## src/rtl/riscv_imm_pkg.sv

```systemverilog
// RV32I immediate-format constants shared by the immediate extender and imm_packer.
// Holds format codes, common opcodes, field positions and the representability check.
package riscv_imm_pkg;

  localparam logic [2:0] IMM_I = 3'b000;
  localparam logic [2:0] IMM_S = 3'b001;
  localparam logic [2:0] IMM_B = 3'b010;
  localparam logic [2:0] IMM_J = 3'b011;
  localparam logic [2:0] IMM_U = 3'b100;

  localparam logic [6:0] OPC_LOAD   = 7'h03;
  localparam logic [6:0] OPC_OP_IMM = 7'h13;
  localparam logic [6:0] OPC_AUIPC  = 7'h17;
  localparam logic [6:0] OPC_STORE  = 7'h23;
  localparam logic [6:0] OPC_LUI    = 7'h37;
  localparam logic [6:0] OPC_BRANCH = 7'h63;
  localparam logic [6:0] OPC_JALR   = 7'h67;
  localparam logic [6:0] OPC_JAL    = 7'h6F;

  localparam int unsigned OPC_LSB = 0;
  localparam int unsigned RD_LSB  = 7;
  localparam int unsigned F3_LSB  = 12;
  localparam int unsigned RS1_LSB = 15;
  localparam int unsigned RS2_LSB = 20;

  // True when the immediate cannot be encoded exactly in the given format.
  function automatic logic imm_out_of_range(input logic [2:0] imm_type, input logic [31:0] imm);
    case (imm_type)
      IMM_I, IMM_S: return !((&imm[31:11]) || !(|imm[31:11]));
      IMM_B:        return !((&imm[31:12]) || !(|imm[31:12])) || imm[0];
      IMM_J:        return !((&imm[31:20]) || !(|imm[31:20])) || imm[0];
      IMM_U:        return |imm[11:0];
      default:      return 1'b0;
    endcase
  endfunction

endpackage

```

## src/rtl/imm_field_mux.sv

```systemverilog
// Combinational RV32I format packer: scatters immediate bits and register fields into a word.
// Illegal format codes produce an all-zero word.
module imm_field_mux
  import riscv_imm_pkg::*;
(
  input  logic [2:0]  imm_type_i,
  input  logic [31:0] imm_i,
  input  logic [4:0]  rd_i,
  input  logic [4:0]  rs1_i,
  input  logic [4:0]  rs2_i,
  input  logic [2:0]  funct3_i,
  input  logic [6:0]  opcode_i,
  output logic [31:0] inst_o
);

  // NOTE: the whole word is defaulted before the case so no path leaves a bit unassigned (no latch).
  always_comb begin
    inst_o = '0;
    case (imm_type_i)
      IMM_I: begin
        inst_o[31:20]            = imm_i[11:0];
        inst_o[RS1_LSB +: 5]     = rs1_i;
        inst_o[F3_LSB +: 3]      = funct3_i;
        inst_o[RD_LSB +: 5]      = rd_i;
        inst_o[OPC_LSB +: 7]     = opcode_i;
      end
      IMM_S: begin
        inst_o[31:25]            = imm_i[11:5];
        inst_o[RS2_LSB +: 5]     = rs2_i;
        inst_o[RS1_LSB +: 5]     = rs1_i;
        inst_o[F3_LSB +: 3]      = funct3_i;
        inst_o[11:7]             = imm_i[4:0];
        inst_o[OPC_LSB +: 7]     = opcode_i;
      end
      IMM_B: begin
        inst_o[31]               = imm_i[12];
        inst_o[30:25]            = imm_i[10:5];
        inst_o[RS2_LSB +: 5]     = rs2_i;
        inst_o[RS1_LSB +: 5]     = rs1_i;
        inst_o[F3_LSB +: 3]      = funct3_i;
        inst_o[11:8]             = imm_i[4:1];
        inst_o[7]                = imm_i[11];
        inst_o[OPC_LSB +: 7]     = opcode_i;
      end
      IMM_J: begin
        inst_o[31]               = imm_i[20];
        inst_o[30:21]            = imm_i[10:1];
        inst_o[20]               = imm_i[11];
        inst_o[19:12]            = imm_i[19:12];
        inst_o[RD_LSB +: 5]      = rd_i;
        inst_o[OPC_LSB +: 7]     = opcode_i;
      end
      IMM_U: begin
        inst_o[31:12]            = imm_i[31:12];
        inst_o[RD_LSB +: 5]      = rd_i;
        inst_o[OPC_LSB +: 7]     = opcode_i;
      end
      default: inst_o = '0;
    endcase
  end

endmodule

```

## config.mk

```make
export PLATFORM = sky130hd
export DESIGN_NAME = imm_field_mux
export DESIGN_NICKNAME = d
export VERILOG_FILES = /design/src/rtl/riscv_imm_pkg.sv /design/src/rtl/imm_field_mux.sv
export SDC_FILE = /design/constraint.sdc
export NUM_CORES = 1
export LEC_CHECK = 0
export BUFFER_PORTS_ARGS = -buffer_cell sky130_fd_sc_hd__buf_4
export CORE_MARGIN = 2
export CORE_UTILIZATION = 36
export DETAILED_ROUTE_END_ITERATION = 7
export GPL_TIMING_DRIVEN = 0
export PLACE_DENSITY = 0.85
export RECOVER_POWER = 25
export SYNTH_ARGS = -nofsm -noshare
export SYNTH_HDL_FRONTEND = slang
export SYNTH_SLANG_ARGS = --single-unit
```

## constraint.sdc

```tcl
create_clock -name vclk -period 2.2
set_clock_uncertainty 0.1 [all_clocks]
set_input_delay 0.55 -clock vclk [all_inputs]
set_output_delay 0.55 -clock vclk [all_outputs]
set_load 0.1 [all_outputs]
```

==> results of run 1 <==
through the flow:
stage,worst slack [ns],instances,setup TNS [ns]
after detailed placement,-0.273,241,-5.29
after global placement,-0.247,241,-4.43
after floorplan,-0.250,123,-1.71
logic make-up after synthesis:
group | after synthesis | synth area share (%)
buf+inv | 20 | 15.0
compound gates | 52 | 39.2
xor+xnor | 1 | 2.05
simple gates | 38 | 28.7
mux | 12 | 15.1
==> impl_metrics.toml, run 1 <==
[place]
placed_area_sq_mm = 0.00183
gp_congestion = 0.764
dp_hpwl_um = 2800
io_buffer_count = 90

[logic_synthesis]
synth_cell_types = 21
synth_seq_area_share_pct = 0
syn_inst = 123
syn_area_per_cell_sq_um = 6.46
synth_most_common_cell = "nor2b_1"
synth_top_cells_by_area = "mux2i_1 (15%), nor2b_1 (14%), o21ai_1 (8.2%), a21oi_1 (7.6%), o22ai_1 (7.1%)"
netlist_area_sq_um = 795
synth.net_count = 183
yosysTopAreaCell = "mux2i_1"
synth_top_area_share_pct = 15.1
synth.top_cells.by_count = "nor2b_1 (18), o21ai_1 (13), a21oi_1 (12), mux2i_1 (12), nand3_1 (10)"
ys.warnings.count = 0

[cts]
post_cts_resized = 79
postCtsHoldBufs = 0
postCtsSetupRepairBufs = 6

[die]
initial_utilization_pct = 37.0
fp.dieW_um = 51.0
io_pins = 92
dieHeight_um = 51.0
placementRows = 17

[outcome]
outcome = "stopped before the end"
tool.error = "[ERROR DPL-0038] Utilization greater than 100%, impossible to legalize"
stop_stage = "clock tree synthesis"
==> inputs of run 2 (changes only) <==
Settings changed: CORE_AREA set to 2 2 63 65, CORE_MARGIN 2 to not set, CORE_UTILIZATION 36 to not set, DIE_AREA set to 0 0 65 67, PLACE_DENSITY 0.85 to not set, PLACE_DENSITY_LB_ADDON set to 0.15.
==> run 2 against run 1 <==
  * The flow now finishes without violations
  * Synthesized area is the same
  * Synthesized cell count is the same
==> impl_metrics.toml, run 2 <==
[die]
io_pins = 92
placementRows = 22
dieArea_sq_mm = 0.00436
dieHeight_um = 67
initial_utilization_pct = 22.0
fp.dieW_um = 65
core_area_sq_mm = 0.00361

[place]
io_buffer_count = 90
placed_area_sq_mm = 0.00185
dp_hpwl_um = 2820
pre_cts_ws_ns = -0.295
gp_congestion = 0.723

[routing]
drc = 0
routed_wl_um = 3900
wire_per_inst_um = 14.7
drtIter0Drc = 27
first_pass_iters = 3
via_per_inst = 4.97
vias = 1316
final_antenna_net_count = 0

[critical_path]
crit_chain = "buf_4 > buf_8 > nor2_4 > buf_6 > nand3_1 > o21ai_4 > buf_12"
endpoint = "inst_o[22]"
path_class = "in2out"
worstPathRequired_ns = 1.55
cpPeakStageDelay_ns = 0.19
endpoint_kind = "primary output"
start_kind = "primary input"
crit_slowest_cell = "buf_12"
crit_fanout = 10
cp.arrival_ns = 1.54
startpoint = "imm_type_i[1]"

[sta]
layout_min_cycle_time_ns = 2.19
fmax_mhz = 457
holdWs_ns = 1.37
max-slew-margin-rel_pct = 81.5
tightest_slew_ns = 0.270
period_share_pct = 99.5
slew_viol_final = 0
setup_viol = 0
rsz0062_at_grt = "true"
hold_viol_final = 0
fin_ws_ns = 0.0116

[min_path]
hold_class = "in2out"

[power_and_ir_drop]
p_total_w = 0.000931
irDropWorstVdd_mv = 0.209
power_density_mw_per_mm2 = 390
p_leak_nw = 0.989

[logic_synthesis]
synth_top_cells_by_area = "mux2i_1 (15%), nor2b_1 (14%), o21ai_1 (8.2%), a21oi_1 (7.6%), o22ai_1 (7.1%)"
synth.net_count = 183
ys.warnings.count = 0
synth_seq_area_share_pct = 0
synth.top_cells.by_count = "nor2b_1 (18), o21ai_1 (13), a21oi_1 (12), mux2i_1 (12), nand3_1 (10)"
synth_top_area_share_pct = 15.1
yosysTopAreaCell = "mux2i_1"
netlist_area_sq_um = 795
syn_inst = 123
syn_area_per_cell_sq_um = 6.46
synth_cell_types = 21
synth_most_common_cell = "nor2b_1"

[global_routing]
grt.total_usage_pct = 17.9
grt_max_degree = 11
antenna_found_initial = 0
grt_pass1_wl_um = 6320
grt_pass1_vias = 1380
overflow = 0

[cells_and_area]
seq_cells = 0
layout_common_cells = "buf_4 (63), buf_12 (24), nor2b_1 (17), buf_6 (15), o21ai_4 (10)"
utilization_pct = 66.2
area_growth_syn_to_layout_pct = 201
design_area_sq_mm = 0.00239
diodes = 0
final_nets = 279
clkbuf_count = 0
seqCellArea_sq_um = 0
final_common_cell = "buf_4"
drive_gt1_share_pct = 77.9

[job]
maxCapViolCount = 0

[outcome]
outcome = "completed"
==> run 2: cell counts after synthesis <==
Identical to the previous run, type by type.
==> run 2: final cells by class <==
cell class                 count  area (sq um)
buffer                        14           204
tap                           48          60.1
inverter                       6          22.5
timing repair buffer          94          1010
multi-input combinational    103          1090
fill                         299          1220
==> run 2: what timing repair did <==
item	in CTS	in global routing
resized for setup	76	46
buffers inserted	4	0
hold buffers	0	0
gates cloned	0	0
pin swaps	1	2
setup endpoints to repair	31	32
==> run 2: report_power, final <==
| group | switching [W] | internal [W] | total (W) |
|---|---|---|---|
| clock | 0 | 0 | 0 |
| combinational | 0.000567 | 0.000364 | 0.000931 |
| sequential | 0 | 0 | 0 |
| total | 0.000567 | 0.000364 | 0.000931 |
==> run 2: worst min-delay path by stage <==
stage / depth (start not counted) / endpoint / startpoint / slack, ns
after floorplan: 1 / inst_o[10] / rd_i[3] / 1.27
after global placement: 3 / inst_o[9] / rd_i[2] / 1.46
after detailed placement: 3 / inst_o[9] / rd_i[2] / 1.46
after CTS: 3 / inst_o[9] / rd_i[2] / 1.39
after global routing: 3 / inst_o[9] / rd_i[2] / 1.38
final: 3 / inst_o[9] / rd_i[2] / 1.37
==> run 2: cells by family (layout without fill, tap and decap cells) <==
logic type	count (synthesis)	in the layout	synth area share (%)
XOR/XNOR	1	1	2.05
AO/OA/AOI/OAI	52	52	39.2
multiplexers	12	12	15.1
buffers and inverters	20	114	15.0
AND/OR/NAND/NOR	38	38	28.7
==> run 2: layer usage <==
metal  vias to the layer above  global-route usage (%)  routed length (um)
met4                         0                   0.798                  34
met1                       598                    19.1                1350
met2                        69                    36.3                2120
li1                        645                       -                   -
met5                         -                       0                   0
met3                         4                    4.73                 395
==> run 2: metrics by stage <==
| step | std cells | setup TNS (ns) |
|---|---|---|
| global placement | 261 | -4.99 |
| detailed placement | 261 | -5.40 |
| global route | 265 | -0.309 |
| floorplan | 123 | -1.71 |
| CTS | 265 | -0.00281 |
| finish | 265 | 0 |
==> run 2: critical path, delay by kind of cell <==
family          cells  cell delay (ns)
buf+inv             4             0.64
compound gates      1             0.10
simple gates        2             0.25
Power figures use the tool's default switching activity.
